## config.mk

```make
export PLATFORM = sky130hd
export DESIGN_NAME = sram_ctrl
export DESIGN_NICKNAME = d
export VERILOG_FILES = /design/src/rtl/sram_ctrl_pkg.sv /design/src/rtl/sram_ctrl.sv
export SDC_FILE = /design/constraint.sdc
export NUM_CORES = 1
export LEC_CHECK = 0
export CORE_MARGIN = 2
export CORE_UTILIZATION = 25
export DETAILED_ROUTE_END_ITERATION = 6
export GPL_TIMING_DRIVEN = 1
export MAX_ROUTING_LAYER = met4
export PLACE_DENSITY_LB_ADDON = 0.08
export RECOVER_POWER = 100
export SYNTH_ARGS = -nofsm -noshare
export SYNTH_HDL_FRONTEND = slang
export SYNTH_SLANG_ARGS = --single-unit
export TNS_END_PERCENT = 30
```

## constraint.sdc

```tcl
create_clock -name clk_cpu -period 1.7 [get_ports clk_cpu]
set_input_delay 0.17 -clock clk_cpu [delete_from_list [all_inputs] [get_ports clk_cpu]]
set_output_delay 0.17 -clock clk_cpu [all_outputs]
set_load 0.01 [all_outputs]
```

## src/rtl/sram_ctrl_pkg.sv

```systemverilog
// Shared types and widths for the CPU data-memory to asynchronous SRAM bridge.
package sram_ctrl_pkg;

  typedef enum logic [2:0] {
    IDLE,
    RD,
    WSETUP,
    WPULSE,
    WHOLD,
    ACK
  } state_t;

  localparam int WAIT_W  = 4;
  localparam int SRAM_AW = 17;
  localparam int SRAM_DW = 16;

  // States in which the SRAM is selected (address on the pins is meaningful).
  function automatic logic sram_selected(input state_t s);
    return (s == RD) || (s == WSETUP) || (s == WPULSE) || (s == WHOLD);
  endfunction

  // States in which the controller drives the shared data pads.
  function automatic logic drives_pad(input state_t s);
    return (s == WSETUP) || (s == WPULSE) || (s == WHOLD);
  endfunction

endpackage

```

## src/rtl/sram_ctrl.sv

```systemverilog
// Bridges single-outstanding dm_req/dm_ack transactions onto an asynchronous 16-bit SRAM
// with non-overlapping oe/we strobes and an idle gap on the pads between write and read.
module sram_ctrl
  import sram_ctrl_pkg::*;
#(
  parameter int   WAIT_STATES = 1,
  parameter logic ADDR_HI     = 1'b0
) (
  input  logic                clk_cpu,
  input  logic                rst,
  input  logic                dm_req,
  input  logic                dm_we,
  input  logic [15:0]         dm_adr,
  input  logic [15:0]         dm_dat_o,
  output logic [15:0]         dm_dat_i,
  output logic                dm_ack,
  output logic                busy,
  output logic                err_abort,
  output logic                sram_cs_n,
  output logic                sram_oe_n,
  output logic                sram_we_n,
  output logic [SRAM_AW-1:0]  sram_adr,
  output logic [SRAM_DW-1:0]  sram_dat_o,
  output logic                sram_dat_oe,
  input  logic [SRAM_DW-1:0]  sram_dat_i
);

  localparam logic [WAIT_W-1:0] WAIT_LOAD = WAIT_W'(WAIT_STATES);

  state_t              state_reg, state_next;
  logic [WAIT_W-1:0]   cnt_reg, cnt_next;
  logic [SRAM_AW-1:0]  adr_reg;
  logic [SRAM_DW-1:0]  wdat_reg;
  logic [SRAM_DW-1:0]  rdat_reg;
  logic                err_reg;

  always_ff @(posedge clk_cpu) begin
    if (rst) begin
      state_reg <= IDLE;
      cnt_reg   <= '0;
      adr_reg   <= '0;
      wdat_reg  <= '0;
      rdat_reg  <= '0;
      err_reg   <= 1'b0;
    end else begin
      state_reg <= state_next;
      cnt_reg   <= cnt_next;
      // Request fields are captured once; later changes on dm_* are ignored.
      if (state_reg == IDLE && dm_req) begin
        adr_reg  <= {ADDR_HI, dm_adr};
        wdat_reg <= dm_dat_o;
      end
      if (state_reg == RD && cnt_reg == '0) begin
        rdat_reg <= sram_dat_i;
      end
      if (sram_selected(state_reg) && !dm_req) begin
        err_reg <= 1'b1;
      end
    end
  end

  always_comb begin
    state_next = state_reg;
    cnt_next   = cnt_reg;
    case (state_reg)
      IDLE: begin
        if (dm_req) begin
          if (dm_we) begin
            state_next = WSETUP;
          end else begin
            state_next = RD;
            cnt_next   = WAIT_LOAD;
          end
        end
      end
      RD: begin
        if (cnt_reg == '0) state_next = ACK;
        else               cnt_next   = cnt_reg - WAIT_W'(1);
      end
      WSETUP: begin
        state_next = WPULSE;
        cnt_next   = WAIT_LOAD;
      end
      WPULSE: begin
        if (cnt_reg == '0) state_next = WHOLD;
        else               cnt_next   = cnt_reg - WAIT_W'(1);
      end
      WHOLD:   state_next = ACK;
      ACK:     state_next = IDLE;
      default: state_next = IDLE;
    endcase
  end

  // Strobes decode straight from the state register so a reset drops them on the next edge.
  always_comb begin
    sram_cs_n   = !sram_selected(state_reg);
    sram_oe_n   = (state_reg != RD);
    sram_we_n   = (state_reg != WPULSE);
    sram_dat_oe = drives_pad(state_reg);
    dm_ack      = (state_reg == ACK);
    busy        = (state_reg != IDLE);
  end

  assign sram_adr   = adr_reg;
  assign sram_dat_o = wdat_reg;
  assign dm_dat_i   = rdat_reg;
  assign err_abort  = err_reg;

endmodule
```

Word-level counts from Yosys, hierarchy flattened
Index checks and enable logic that the tools add are counted.
{"block": "totals", "reg_bits": 56, "input_bits": 52}
{"block": "op_classes", "n_mux": 9, "reduce_logical": 17, "add_sub_neg": 1, "eq_ne": 12}
{"cell": "$pmux 3 s5", "n": 1}
{"cell": "$mux 4", "n": 3}
{"cell": "$pmux 4 s3", "n": 1}
{"cell": "$mux 3", "n": 3}
{"cell": "$ne 2x2->1 const B", "n": 4}
{"cell": "$eq 3x2->1 const B", "n": 2}
{"cell": "$eq 3x3->1 const B", "n": 2}
{"cell": "$reduce_bool 3->1", "n": 2}
{"cell": "$logic_or 1x1->1", "n": 5}
{"cell": "$logic_not 4->1", "n": 1}
{"cell": "$reduce_and 4->1", "n": 1}
{"cell": "$sub 4x1->4 const B", "n": 1}
{"cell": "$eq 3x1->1 const B", "n": 1}
{"cell": "$logic_and 1x1->1", "n": 3}
{"cell": "$logic_not 3->1", "n": 1}
{"cell": "$ne 3x1->1 const B", "n": 1}
{"cell": "$ne 3x2->1 const B", "n": 1}
{"cell": "$reduce_and 3->1", "n": 1}
{"cell": "$logic_not 1->1", "n": 2}
{"cell": "$mux 2", "n": 1}
{"cell": "$ne 2x1->1 const B", "n": 1}
{"cell": "$reduce_or 2->1", "n": 1}

Longest topological paths before layout
Gate-level depths: netlist of run 1.
{"block": "depth", "word_depth": 5, "mapped_depth": 8, "mapped_depth_nobuf": 6}

Worst setup path after synthesis of run 1
No wires, ideal clock.
{"block": "synth_timing", "path_kind": "flip-flop to flip-flop", "start": "register cnt_reg[0]", "end": "register rdat_reg[10] (netlist: dm_dat_i[10])", "required_ns": 1.630, "n_path_buf": 2, "arrival_ns": 1.406, "path_slack_ns": 0.223, "stages_incl_launch_ff": 9, "setup_time_ns": 0.070, "path_cell_list": "dfxtp_1 -> inv_1 -> ha_1 -> nor3b_4 -> and3_1 -> buf_4 -> buf_6 -> nand2_1 -> a21oi_1"}
{"block": "synth_via", "elab_chain_len": 2}
{"item": "start, declared", "line": "sram_ctrl.sv:31", "text": "logic [WAIT_W-1:0] cnt_reg, cnt_next;"}
{"item": "start signal, assigned", "line": "sram_ctrl.sv:47", "text": "cnt_reg <= cnt_next;"}
{"item": "$logic_not 4->1", "line": "sram_ctrl.sv:53", "text": "if (state_reg == RD && cnt_reg == '0) begin"}
{"item": "$logic_and 1x1->1", "line": "sram_ctrl.sv:53"}
{"item": "end signal, assigned", "line": "sram_ctrl.sv:54", "text": "rdat_reg <= sram_dat_i;"}
{"item": "end, declared", "line": "sram_ctrl.sv:34", "text": "logic [SRAM_DW-1:0] rdat_reg;"}
No other way between the ends.
A chain may end at the register's enable or synchronous reset.

Worst setup path in the final report of run 1
{"block": "layout_timing", "start": "register state_reg[1]", "end": "output port dm_ack"}
{"block": "layout_via", "elab_chain_len": 1}
{"item": "start, declared", "line": "sram_ctrl.sv:30", "text": "state_t state_reg, state_next;"}
{"item": "start signal, assigned", "line": "sram_ctrl.sv:46", "text": "state_reg <= state_next;"}
{"item": "$eq 3x3->1", "line": "sram_ctrl.sv:100", "text": "dm_ack = (state_reg == ACK);"}
{"item": "end, declared", "line": "sram_ctrl.sv:16", "text": "output logic dm_ack,"}
No other way between the ends.

==> results.md, run 1 <==
### Outcome
• finished clean — run status

### Synthesis
• 0.00218 sq mm — netlist area before placement
• 0.00575 — adder-cell area share of the yosys netlist
• 31 — post-synthesis cell type count
• 328 — synthesized netlist net count
• 0.251 — area share of and/or/nand/nor cells after synthesis
• 0.156 — Compound-Gate Fraction of Synth Area
• 0 — multiplexer share of the synthesized area
• simple AND/OR/NAND/NOR gates — largest family of logic cells by synthesized area
• 0 — yosys synthesis warning count
• 275 — Gate Count Post-Synth
• 56 — number of synthesized register bits
• 0.515 — Seq/Total Area, Yosys
• 0 — post-synthesis xor/xnor area fraction
• 7.92 sq um — mean cell area of the mapped netlist

### Clocking
• clkbuf_8 — CTS root buffer
• 2 — clock buffer depth
• 90 ps — Clock Pin Slew Worst Setup and Hold Paths
• 2 — H-tree depth
• 300 ps — clock latency on the worst-skew pair
• 0 — number of buffers inserted by post-CTS setup repair
• 56 — Sink Count
• done — TritonCTS clock tree
• 0 — Hold-fix buffers, CTS
• 5 — number of CTS-inserted buffers

### Cells and area
• 59.1% — post-synthesis to final-layout area growth
• 0.403 — final core utilization
• 0.00113 sq mm — flip-flop and latch area
• 0.0743 — fraction of final layout cells with drive strength greater than 1
• 905 — fill count
• 0 — Antenna Cells
• 485 — Non-Filler Instances
• 429 — Nets
• 913 sq um — combined area of the multi-input logic cells

### Global routing
• 0.130 — total routing usage reported by global routing
• 9.84 mm — wire length of the first global-routing pass
• 0 — global-route congestion overflow total
• 2,004 — via count of the first global-routing pass
• 38 — pin count of the biggest net entering global routing
• 0 — initial antenna violation count

### Timing
• 0 — final count of hold timing violations
• 8.41 ps — clock tree skew after final layout
• 0 — max-slew violations
• 0.958 — period utilization
• 1630 ps — min cycle time layout
• 0 — final setup vio count
• 614 MHz — Peak Freq
• 288 ps — Hold Worst Slack
• no — unrepaired setup endpoints after global routing

### Drt
• 4 — number of detailed-route iterations in the first pass
• 4.41 — vias per cell
• 2,138 — Vias
• 42 — number of design-rule violations left by the first detailed-router iteration
• 0 — # DRC
• 6.01 mm — Routed Wire Length
• 0 — Post-DRT Antenna Nets
• 12.4 um — routed wirelength normalized by instance count

### Placement
• 0.784 — GP Congestion
• 106 — port bufs
• 477 — Cell Count Post-Placement
• 4.23 mm — Detailed Place HPWL

### Worst setup path
• 7 — worst reg2reg path depth
• 1460 ps — critical path data arrival time
• dm_dat_i[6] — destination of the worst register-to-register timing path
• 1530 ps — required time reported for the critical path endpoint
• primary output — endpoint type of the worst setup path
• flop — Startpoint Class
• flop to primary output — category of the most critical setup path
• dm_ack — timing endpoint of the critical path
• state_reg[1] — start point of the critical path
• 8 — Max FO, Critical Path
• 190 ps — Register-to-Register Setup Slack
• cnt_reg[0] — RR Startpoint

### Pwr
• 1.39 nW — leakage dissipation
• 0.406 mV — Worst IR Drop VDD
• 1150 mW/mm^2 — Power Dens Cells

### Flow run
• 0 — Max Cap Violations

### Die
• 0.00859 sq mm — Core Area
• 108 — Top Ports
• 34 — # rows
• 0.253 — initial core utilization
• 0.00947 sq mm — floorplan die area
• 97.3 um — height of the die
• 97.3 um — width of the chip

### Worst hold path
• input port to flop — Hold WC Path Type

-- cell usage after synthesis --
cell type	count	area, sq um
nor3_1	4	20.0
buf_2	5	25.0
a21oi_1	55	275
nor2_1	5	18.8
conb_1	1	3.75
and2_1	1	6.26
buf_6	4	45.0
nor3b_1	1	7.51
nand2b_1	2	12.5
dfxtp_1	56	1120
buf_4	5	37.5
o221a_2	1	11.3
and3_1	2	12.5
nand2_1	104	390
a211oi_1	1	7.51
nand4b_1	1	8.76
a31oi_1	2	12.5
nor3b_4	1	18.8
nand3_2	1	10.0
or2_2	1	6.26
a21o_1	1	7.51
inv_1	5	18.8
clkbuf_1	7	26.3
o21a_1	1	7.51
nor2b_1	1	6.26
a221oi_1	1	8.76
nor3_4	1	16.3
o21ai_0	2	10.0
or3_1	1	6.26
nor4_1	1	6.26
ha_1	1	12.5
-- cell type report --
type                       instances  share of cell area
multi-input combinational        193               0.264
clock inverter                     1             0.00217
timing repair buffer             115               0.338
inverter                           5             0.00542
tap                              108              0.0390
clock buffer                       7              0.0249
sequential                        56               0.327
-- critical path: stages, from the launching register on --
cell	delay [ps]
dfxtp_4	400
inv_2	90
and3_1	150
clkdlybuf4s50_1	530
-- cell families (layout without fill, tap and decap cells) --
kind of cell,after synthesis,in the layout
other cells,1,1
compound gates,64,64
fa+ha+maj,1,1
flops,56,56
simple gates,127,127
buf+inv,26,128
-- layer usage --
metal / track usage / vias to the layer above / wire (um)
met2: 0.211 / 62 / 2920
met5: - / - / 0
met3: 0.0331 / 4 / 296
li1: - / 1095 / -
met1: 0.162 / 977 / 2760
met4: 0.0385 / 0 / 40
-- stage by stage --
step | instance area (sq um) | worst slack [ps] | setup TNS [ps] | power, mW
5_1_grt | 3460 | 2.16 | 0 | 4.25
6_report | 3460 | 71.9 | 0 | 3.97
4_1_cts | 3450 | -92.5 | -169 | 4.12
3_3_place_gp | 3350 | 130 | 0 | 3.34
2_1_floorplan | 2180 | 223 | 0 | 2.55
3_5_place_dp | 3350 | 113 | 0 | 3.35
-- power by group --
part,internal (mW),leakage (nW),switching (mW)
sequential,1.53,0.460,0.150
clock,0.332,0.0445,0.419
combinational,0.778,0.889,0.761
total,2.64,1.39,1.33
-- how the worst min path moves through the flow --
stage / endpoint / cells past startpoint / startpoint / slack, ps
after floorplan: dm_dat_i[0] / 2 / sram_dat_i[0] / 310
after global placement: dm_dat_i[13] / 2 / dm_dat_i[13] / 440
after detailed placement: sram_adr[0] / 2 / sram_adr[0] / 450
after CTS: err_abort / 2 / rst / 290
after global routing: err_abort / 2 / rst / 290
final: err_abort / 2 / rst / 290
-- layout by cell type, fill, tap and decap left out, types with 3 or more instances in the layout --
cell,n
a21oi_1,55
buf_12,4
buf_4,5
clkbuf_8,6
clkdlybuf4s50_1,52
dfxtp_1,53
dfxtp_4,3
dlygate4sd3_1,50
inv_1,4
nand2_1,104
nor2_1,4
nor3_1,4
-- timing repair --
action / 4_1_cts / 5_1_grt
pin swaps: 1 / 0
gates resized for setup: 6 / 7
endpoints found under the setup margin: 6 / 4
(Power assumes the default switching activity.)
==> run 2, diff against run 1 <==
CORE_ASPECT_RATIO = 0.7   (was default)
GPL_TIMING_DRIVEN = default   (was 1)
clock period = 1.3 ns   (was 1.7 ns; I/O delays follow)
==> run 2 against run 1 <==
Effect of this change: the flow now finishes with violations (negative setup slack); register-to-register slack got worse by 320 ps; clock power is 85% higher; via count is 7.1% higher; sequential power increased by 30%; sequential share of layout area is 3.8 points lower; clock skew decreased by 3.1 ps; cell count grew 8.9%; first-iteration DRC count is 120% higher; final area grew 14%; critical path type is now flop to flop; largest cell class unchanged; largest power group is now combinational cells.
==> results.md, run 2 (synthesis gave the netlist of run 1 again) <==
### Pwr
• 0.496 mV — Worst IR Drop VDD, was 0.406 mV
• 1640 mW/mm^2 — Power Dens Cells, was 1150 mW/mm^2
• 6.47 mW — Power, Total, was 3.97 mW
• 1.64 nW — leakage dissipation, was 1.39 nW

### Global routing
• 0.143 — total routing usage reported by global routing, was 0.130
• 10.2 mm — wire length of the first global-routing pass, was 9.84 mm
• 0 — global-route congestion overflow total, unchanged
• 2,098 — via count of the first global-routing pass, was 2,004
• 0 — initial antenna violation count, unchanged
• 37 — pin count of the biggest net entering global routing, was 38

### Worst setup path
• flop — endpoint type of the worst setup path, was primary output
• flop — Startpoint Class, unchanged
• 1530 ps — required time reported for the critical path endpoint, about the same
• 1660 ps — critical path data arrival time, was 1460 ps
• 8 — Max FO, Critical Path, unchanged
• flop to flop — category of the most critical setup path, was flop to primary output

### Clocking
• 2 — H-tree depth, unchanged
• 0 — Hold-fix buffers, CTS, unchanged
• 2 — clock buffer depth, unchanged
• 56 — Sink Count, unchanged
• 5 — number of CTS-inserted buffers, unchanged
• clkbuf_16 — CTS root buffer, was clkbuf_8
• 70 ps — Clock Pin Slew Worst Setup and Hold Paths, was 90 ps
• 290 ps — clock latency on the worst-skew pair, was 300 ps
• done — TritonCTS clock tree, unchanged

### Drt
• 4 — number of detailed-route iterations in the first pass, unchanged
• 4.34 — vias per cell, was 4.41
• 6.87 mm — Routed Wire Length, was 6.01 mm
• 13.0 um — routed wirelength normalized by instance count, was 12.4 um
• 2,289 — Vias, was 2,138
• 93 — number of design-rule violations left by the first detailed-router iteration, was 42
• 0 — Post-DRT Antenna Nets, unchanged
• 0 — # DRC, unchanged

### Cells and area
• 0.252 — fraction of final layout cells with drive strength greater than 1, was 0.0743
• nand2_1, dfxtp_1, clkdlybuf4s50_1 — top library cells by usage in the layout, fill and taps aside, was nand2_1, a21oi_1, dfxtp_1
• 528 — Non-Filler Instances, was 485
• 0 — Antenna Cells, unchanged
• 0.00394 sq mm — post-layout instance area, was 0.00346 sq mm
• 460 — Nets, was 429
• 80.7% — post-synthesis to final-layout area growth, was 59.1%
• nand2_1 — most common cell after layout, fill and taps aside, unchanged

### Flow run
• 0 — Max Cap Violations, unchanged

### Die
• 82.1 um — height of the die, was 97.3 um
• 108 — Top Ports, unchanged
• 0.00948 sq mm — floorplan die area, was 0.00947 sq mm
• 0.258 — initial core utilization, was 0.253
• 0.00844 sq mm — Core Area, was 0.00859 sq mm
• 116 um — width of the chip, was 97.3 um
• 28 — # rows, was 34

### Placement
• 0.722 — GP Congestion, was 0.784
• 4.63 mm — Detailed Place HPWL, was 4.23 mm
• 512 — Cell Count Post-Placement, was 477
• 0.00357 sq mm — area post-placement, was 0.00335 sq mm
• 106 — port bufs, unchanged

### Timing
• 1430 ps — min cycle time layout
• 34 — final setup vio count, was 0
• yes — unrepaired setup endpoints after global routing, was no
• 0 — max-slew violations, unchanged
• 1.10 — period utilization
• -135 ps — post-route setup slack, was 71.9 ps
• 5.34 ps — clock tree skew after final layout, was 8.41 ps
• 0 — final count of hold timing violations, unchanged
• 697 MHz — Peak Freq

### Worst hold path
• input port to flop — Hold WC Path Type, unchanged

### Outcome
• finished, violations left — run status, was finished clean
• negative setup slack — failing checks

-- run 2: changes by cell type in the layout (fill, tap and decap cells not counted), sizes merged, moves of 2 or more --
cell and change:
dlygate4sd3 -50, dlygate4sd2 +37, buf +34, clkdlybuf4s25 +9, clkbuf +2, clkdlybuf4s50 -2
-- run 2: layout make-up --
class / instances / area, sq um
fill: 862 / 4510
tap: 120 / 150
clock inverter: 2 / 13.8
inverter: 5 / 18.8
clock buffer: 6 / 139
sequential: 56 / 1130
multi-input combinational: 193 / 1070
timing repair buffer: 146 / 1410
-- run 2: critical path: stages (launching register included) --
cell       delay [ps]
dfxtp_2           330
inv_2              60
ha_4              130
nor3b_4           240
and3_4            280
clkbuf_16         170
nand2_4            40
a21oi_2           120
-- run 2: final timing paths --
path / start / end / slack, ps / cells after the start
setup / recovery: cnt_reg[0] / dm_dat_i[5] / -130 / 7
hold / removal: rst / state_reg[2] / 130 / 2
setup reg to reg: cnt_reg[0] / dm_dat_i[5] / -130 / 7
hold reg to reg: dm_dat_i[12] / dm_dat_i[12] / 450 / 2
-- run 2: where the power goes --
| group | switching [mW] | internal, mW |
|---|---|---|
| logic | 1.35 | 1.56 |
| registers | 0.173 | 2.01 |
| clock network | 0.617 | 0.772 |
| total | 2.14 | 4.33 |
-- run 2: metrics by stage --
stage	hold slack (ps)	setup WS, ps	setup TNS, ps	utilization
6_report	134	-135	-2200	0.466
5_1_grt	138	-180	-6040	0.466
4_1_cts	146	-125	-2340	0.450
3_5_place_dp	445	-253	-8470	0.422
3_3_place_gp	437	-160	-6940	0.422
2_1_floorplan	266	-140	-1500	-
-- run 2: per-layer routing --
| layer | part of all wire | track usage | vias up | wire, um |
|---|---|---|---|---|
| li1 | - | - | 1163 | - |
| met1 | 0.49 | 0.188 | 1060 | 3350 |
| met2 | 0.43 | 0.212 | 64 | 2930 |
| met3 | 0.082 | 0.0531 | 2 | 565 |
| met4 | 0.0039 | 0.0289 | 0 | 27 |
| met5 | 0 | - | - | 0 |
-- run 2: repair_timing --
item,CTS,global route
endpoints found under the setup margin,100,69
pin swaps,6,19
resized for setup,90,41
buffers inserted,4,2
gates cloned,1,1
